[config.mk]
export PLATFORM = sky130hd
export DESIGN_NAME = rep7_encoder_tx
export DESIGN_NICKNAME = d
export VERILOG_FILES = /design/src/rtl/rep7_pkg.sv /design/src/rtl/rep7_bit_encode.sv /design/src/rtl/rep7_encoder_tx.sv
export SDC_FILE = /design/constraint.sdc
export NUM_CORES = 1
export LEC_CHECK = 0
export ABC_AREA = 1
export CAP_MARGIN = 20
export CORE_MARGIN = 1
export CORE_UTILIZATION = 35
export DETAILED_ROUTE_END_ITERATION = 10
export PLACE_DENSITY = 0.68
export SLEW_MARGIN = 20
export SYNTH_ARGS = -nofsm -noshare
export SYNTH_HDL_FRONTEND = slang
export SYNTH_HIERARCHICAL = 1
export SYNTH_SLANG_ARGS = --single-unit
[constraint.sdc]
create_clock -name clk -period 4.45 [get_ports clk]
set_clock_uncertainty 0.1 [all_clocks]
set_input_delay 1.1125 -clock clk [delete_from_list [all_inputs] [get_ports clk]]
set_output_delay 1.1125 -clock clk [all_outputs]
set_load 0.02 [all_outputs]
[src/rtl/rep7_pkg.sv]
// rep7_pkg: shared constants and types for the 7-lane repetition encoder.
package rep7_pkg;

    localparam int REP_LEN = 7;

    typedef enum logic {IDLE, SEND} state_t;

    typedef logic [REP_LEN-1:0] codeword_t;

    // One-hot inversion mask; lane 7 does not exist, so it selects nothing.
    function automatic codeword_t lane_mask(input logic en, input logic [2:0] lane);
        return (en && lane != 3'd7) ? codeword_t'(1) << lane : '0;
    endfunction

endpackage

[src/rtl/rep7_bit_encode.sv]
// rep7_bit_encode: replicates one data bit onto all lanes, with optional single-lane inversion.
module rep7_bit_encode
    import rep7_pkg::*;
(
    input  logic       bit_in,
    input  logic       inj_en,
    input  logic [2:0] inj_lane,
    output codeword_t  code
);

    assign code = {REP_LEN{bit_in}} ^ lane_mask(inj_en, inj_lane);

endmodule

[src/rtl/rep7_encoder_tx.sv]
// rep7_encoder_tx: serialises a data word into one 7-lane repetition codeword per bit.
// Define REP7_ERR_INJ_EN to add the inj_en/inj_lane lane-inversion ports.
module rep7_encoder_tx
    import rep7_pkg::*;
#(
    parameter int DATA_W    = 8,
    parameter bit MSB_FIRST = 1'b1
) (
    input  logic              clk,
    input  logic              rst_n,
    input  logic [DATA_W-1:0] s_data,
    input  logic              s_valid,
    output logic              s_ready,
    output codeword_t         m_code,
    output logic              m_valid,
    input  logic              m_ready,
    output logic              m_last,
    output logic              busy
`ifdef REP7_ERR_INJ_EN
    ,
    input  logic              inj_en,
    input  logic [2:0]        inj_lane
`endif
);

    localparam int CW = DATA_W > 1 ? $clog2(DATA_W) : 1;
    localparam logic [CW-1:0] CNT_MAX = CW'(DATA_W - 1);

    state_t            state, state_nxt;
    logic [CW-1:0]     cnt;
    logic [DATA_W-1:0] sreg;
    logic              beat, load, cur_bit, enc_inj_en;
    logic [2:0]        enc_lane;
    codeword_t         code;

    assign busy    = state == SEND;
    assign m_valid = busy;
    assign m_last  = busy && cnt == CNT_MAX;
    assign beat    = m_valid && m_ready;
    // Accepting on the final beat lets the next word follow without a bubble.
    assign s_ready = !busy || (beat && m_last);
    assign load    = s_valid && s_ready;
    assign cur_bit = MSB_FIRST ? sreg[DATA_W-1] : sreg[0];

    always_comb begin
        state_nxt = load ? SEND : (beat && m_last) ? IDLE : state;
    end

    always_ff @(posedge clk or negedge rst_n) begin
        if (!rst_n) begin
            state <= IDLE;
            cnt   <= '0;
            sreg  <= '0;
        end else begin
            state <= state_nxt;
            if (load) begin
                sreg <= s_data;
                cnt  <= '0;
            end else if (beat) begin
                sreg <= MSB_FIRST ? sreg << 1 : sreg >> 1;
                cnt  <= m_last ? '0 : cnt + CW'(1);
            end
        end
    end

`ifdef REP7_ERR_INJ_EN
    assign enc_inj_en = inj_en && m_valid;
    assign enc_lane   = inj_lane;
`else
    assign enc_inj_en = 1'b0;
    assign enc_lane   = 3'd7;
`endif

    rep7_bit_encode u_enc (
        .bit_in   (cur_bit),
        .inj_en   (enc_inj_en),
        .inj_lane (enc_lane),
        .code     (code)
    );

    assign m_code = m_valid ? code : '0;

endmodule

==> results of run 1 <==
sequential cells by signal, indices dropped and copies added, names as in the netlist:
register and cells:
sreg 8, busy 1, cnt 3
power by group:
group          internal, mW  switching, mW
sequential            0.154         0.0409
clock                0.0497         0.0374
combinational         0.149          0.191
total                 0.352          0.269
per-stage QoR:
| step | hold WS (ps) | util | power [mW] |
|---|---|---|---|
| CTS | 387 | 0.499 | 0.628 |
| global route | 406 | 0.499 | 0.685 |
| detailed placement | 366 | 0.485 | 0.539 |
| global placement | 366 | 0.485 | 0.531 |
| floorplan | 349 | - | 0.435 |
| finish | 384 | 0.499 | 0.621 |
layout make-up:
| class | count | area (µm²) | area share |
|---|---|---|---|
| Clock buffer | 4 | 36.3 | 0.0288 |
| Inverter | 30 | 115 | 0.0915 |
| Multi-Input combinational cell | 112 | 549 | 0.436 |
| Sequential cell | 12 | 300 | 0.239 |
| Tap cell | 30 | 37.5 | 0.0298 |
| Timing Repair Buffer | 22 | 220 | 0.175 |
cells in the mapped netlist:
library cell | instances | area [µm²]
nor2_4 | 1 | 11.3
o21a_1 | 1 | 7.51
inv_4 | 1 | 6.26
o21bai_1 | 1 | 7.51
ha_1 | 2 | 25.0
nand2_1 | 60 | 225
nand3_1 | 14 | 70.1
o21ai_1 | 1 | 5.00
buf_6 | 2 | 22.5
buf_4 | 2 | 15.0
dfrtp_1 | 12 | 300
nand2_4 | 2 | 22.5
nand3_2 | 7 | 70.1
nand2_2 | 4 | 25.0
nor2_1 | 4 | 15.0
inv_2 | 1 | 3.75
conb_1 | 2 | 7.51
nor3b_2 | 1 | 12.5
inv_1 | 28 | 105
cell families (layout without fill, tap and decap cells):
| family | after synthesis | count (layout) | share of synthesized area |
|---|---|---|---|
| compound gates | 3 | 3 | 0.0209 |
| flops | 12 | 12 | 0.314 |
| buf+inv | 34 | 56 | 0.159 |
| other cells | 2 | 14 | 0.00785 |
| fa+ha+maj | 2 | 2 | 0.0261 |
| simple gates | 93 | 93 | 0.472 |
worst register-to-register path: cells and delay by family (launching register included):
family                     cells  cell delay, ps
and+or+nand+nor                6             590
adders and majority gates      2             420
DFF                            1             400
routing by layer:
metal  GRT usage  share of wire  vias up
met4      0.0513         0.0072        0
met2       0.252           0.49       22
met1       0.183           0.46      387
met5           0              0        -
met3      0.0250          0.039        2
li1            -              -      484
worst max-delay path by stage:
stage,from,endpoint,slack (ps),cells after the start
after floorplan,m_ready,s_ready,1860,3
after global placement,m_ready,s_ready,740,4
after detailed placement,m_ready,s_ready,730,4
after CTS,m_ready,s_ready,710,4
after global routing,m_ready,s_ready,660,4
final,m_ready,s_ready,720,4
==> flow_summary.json, run 1 <==
{
  "status": "complete, no violations",
  "ios": 23,
  "die_y_um": 54.3,
  "fillers": 253,
  "synth_cells": 146,
  "cts_buffers": 3,
  "hold_buffers": 0,
  "clk_pin_slew_ps": 80,
  "drive_gt1_frac": 0.117,
  "arrival_ps": 2520,
  "hp-start": "sreg[6]",
  "final_cells": 210,
  "maxCapViolations": 0,
  "p_per_area_nw_per_um2": 494,
  "peakVddDrop_v": 0.000257,
  "crit_top_cell": "clkdlybuf4s50_1",
  "tightest_slew_ps": 555,
  "layout.nets": 195,
  "maxSlewHeadroom": 0.629,
  "die-area_um2": 2950,
  "start_util": 0.379,
  "start_kind": "primary input",
  "place_inst": 206,
  "place_ws_ps": 728,
  "synth-seq-cells": 12,
  "fin_crit_sh": 0.838,
  "crit_fanout": 11,
  "ant_nets": 0,
  "hold_path_end": "sreg[6]",
  "syn-cell-area_um2": 957,
  "crit_chain": "clkdlybuf4s50_1, nand2_2, nand2_4, clkdlybuf4s50_1",
  "globalplace.congestion": 0.761,
  "grt_pass1_wl_mm": 3.14,
  "regToRegSetupSlack_ps": 2830,
  "crit_buf_inv": 2,
  "setup_slack_ps": 720,
  "first_global_vias": 780,
  "reg2reg_to": "sreg[4]",
  "path_class": "in -> out",
  "cp_slowest_cell": "clkdlybuf4s50_1",
  "slew_violations": 0,
  "holdPathStages": 2,
  "clockBufferDepth": 2,
  "fin_crit_ps": 3730,
  "dr_total_vias": 895,
  "yosysWarningCount": 6,
  "core_area_um2": 2520,
  "rsz0062_at_grt": "false",
  "drt_first_iter_violations": 14,
  "avgRoutedWirePerCell_um": 8.59,
  "fin_tns_setup_ps": 0,
  "postPlaceCellArea_um2": 1220,
  "routed_wl_mm": 1.80,
  "areaGrowthSynthToFinish_pct": 31.5,
  "hold_class": "reg -> reg",
  "cts_root_buf": "clkbuf_4",
  "hold_viol": 0,
  "hpwl_mm": 1.39,
  "cts_tree": "yes",
  "cp-end-kind": "output pin",
  "r2r-start": "cnt[0]",
  "post_cts_resize_count": 0,
  "vias_per_cell": 4.26,
  "grt_max_degree": 14,
  "required_ps": 3240,
  "most-common-layout-cells": "nand2_1 (60), inv_1 (28), clkdlybuf4s50_1 (22), nand3_1 (14), conb_1 (14)",
  "gr-total-overflow": 0,
  "final_common_cell": "nand2_1",
  "grt_usage": 0.147,
  "setup_viol": 0,
  "reg2regPathDepth": 8,
  "drc": 0,
  "rows": 18,
  "timing.fmax_ghz": 0.268,
  "synth_cell_types": 19,
  "ys_seq_area_frac": 0.314,
  "cts_setup_buffers": 0,
  "io_buffers": 22,
  "h-tree-depth": 1,
  "syn_avg_cell_area_um2": 6.56,
  "critical-path-top-delay-family": "buffers and inverters",
  "drt_pass1_iterations": 4,
  "antenna_found_initial": 0,
  "crit_path_max_incr_delay_ps": 630,
  "die_width_um": 54.3,
  "diodes": 0,
  "cts.sinks": 12,
  "p_leak_nw": 0.744,
  "finalInstanceArea_um2": 1260,
  "clock_latency_ps": 270
}
Power figures use the tool's default switching activity.
==> run 2, diff against run 1 <==
==> constraint.sdc (replaced) <==
create_clock -name clk -period 3.65 [get_ports clk]
set_clock_uncertainty 0.1 [all_clocks]
set_input_delay 0.9125 -clock clk [delete_from_list [all_inputs] [get_ports clk]]
set_output_delay 0.9125 -clock clk [all_outputs]
set_load 0.02 [all_outputs]
==> flow_summary.json, run 2 (same netlist as run 1, synthesis figures left out) <==
{
  "arrival_ps": 2320,
  "first_global_vias": 712,
  "drc": 0,
  "p_sw_frac": 0.442,
  "internal_power_uw": 407,
  "cts.sinks": 12,
  "maxSlewHeadroom": 0.642,
  "hp-start": "sreg[1]",
  "layout.nets": 195,
  "cts_setup_buffers": 0,
  "place_ws_ps": 318,
  "rows": 18,
  "most-common-layout-cells": "nand2_1 (60), inv_1 (28), clkdlybuf4s50_1 (22), nand3_1 (14), conb_1 (14)",
  "final_common_cell": "nand2_1",
  "drt_first_iter_violations": 14,
  "required_ps": 2640,
  "maxCapViolations": 0,
  "clock_latency_ps": 260,
  "fin_tns_setup_ps": 0,
  "path_class": "in -> out",
  "p_comb_frac": 0.571,
  "hold_path_end": "sreg[1]",
  "fillers": 274,
  "fin_crit_ps": 3330,
  "core_area_um2": 2520,
  "postPlaceCellArea_um2": 1220,
  "reg2reg_to": "sreg[4]",
  "post_cts_resize_count": 0,
  "die_width_um": 54.3,
  "hold_slack_ps": 381,
  "p_leak_nw": 0.737,
  "netSwitchingPower_uw": 323,
  "hold_buffers": 0,
  "antenna_found_initial": 0,
  "hold_class": "reg -> reg",
  "seqPwrFrac": 0.321,
  "areaGrowthSynthToFinish_pct": 30.1,
  "hpwl_mm": 1.34,
  "start_kind": "primary input",
  "setup_slack_ps": 320,
  "hold_viol": 0,
  "fin_crit_sh": 0.912,
  "regMostFlops": "sreg",
  "multi_input_area_um2": 549,
  "tightest_slew_ps": 535,
  "final_util": 0.494,
  "drt_pass1_iterations": 4,
  "regArea_um2": 300,
  "ios": 23,
  "peakVddDrop_v": 0.000329,
  "finalInstanceArea_um2": 1240,
  "grt_usage": 0.137,
  "p_per_area_nw_per_um2": 587,
  "final_cells": 209,
  "ant_nets": 0,
  "rsz0062_at_grt": "false",
  "regToRegSetupSlack_ps": 2000,
  "io_buffers": 22,
  "clockBufferDepth": 2,
  "diodes": 0,
  "cts_root_buf": "clkbuf_4",
  "start_util": 0.379,
  "place_inst": 206,
  "die_y_um": 54.3,
  "globalplace.congestion": 0.800,
  "setup_viol": 0,
  "cts_buffers": 3,
  "gr-total-overflow": 0,
  "totalPowerFinal_uw": 731,
  "clk_pin_slew_ps": 70,
  "timing.fmax_ghz": 0.300,
  "slew_violations": 0,
  "reg2regPathDepth": 8,
  "avgRoutedWirePerCell_um": 8.08,
  "grt_max_degree": 14,
  "h-tree-depth": 1,
  "holdPathStages": 2,
  "cts_tree": "yes",
  "cp-end-kind": "output pin",
  "crit_fanout": 11,
  "routed_wl_mm": 1.69,
  "dr_total_vias": 876,
  "status": "complete, no violations",
  "r2r-start": "cnt[0]",
  "power.share.clock": 0.108,
  "grt_pass1_wl_mm": 2.91,
  "largest_reg_flops": 8,
  "drive_gt1_frac": 0.112,
  "vias_per_cell": 4.19,
  "die-area_um2": 2950
}
[run 2: cell count changes in the layout (fill, tap and decap cells not counted)]
cell	delta
clkbuf_8	-1
[run 2: power groups by stage]
stage | sequential (mW) | clock, mW | combinational (mW)
finish | 0.235 | 0.0789 | 0.417
global route | 0.245 | 0.0875 | 0.471
floorplan | 0.224 | 0 | 0.306
CTS | 0.236 | 0.0818 | 0.421
global placement | 0.236 | 0 | 0.410
detailed placement | 0.238 | 0 | 0.419
[run 2: worst max path at each step]
| stage | from | endpoint | depth (start not counted) |
|---|---|---|---|
| final | m_ready | s_ready | 4 |
| after global routing | m_ready | s_ready | 4 |
| after CTS | m_ready | s_ready | 4 |
| after detailed placement | m_ready | s_ready | 4 |
| after global placement | m_ready | s_ready | 4 |
| after floorplan | m_ready | s_ready | 3 |
[run 2: critical path, cell delays in order]
cell and delay (ps):
clkdlybuf4s50_1 520, nand2_2 80, nand2_4 160, clkdlybuf4s50_1 640
[run 2: layout make-up]
type / count / area share
multi-input combinational: 112 / 0.441
clock buffer: 3 / 0.0181
inverter: 30 / 0.0925
sequential: 12 / 0.241
timing repair buffer: 22 / 0.177
tap: 30 / 0.0302
[run 2: layer usage]
metal / GRT usage / vias to the layer above / routed length (µm)
met5: 0 / - / 0
met4: 0.0513 / 0 / 12
met3: 0.0167 / 2 / 69
met2: 0.230 / 24 / 783
met1: 0.178 / 365 / 824
li1: - / 485 / -
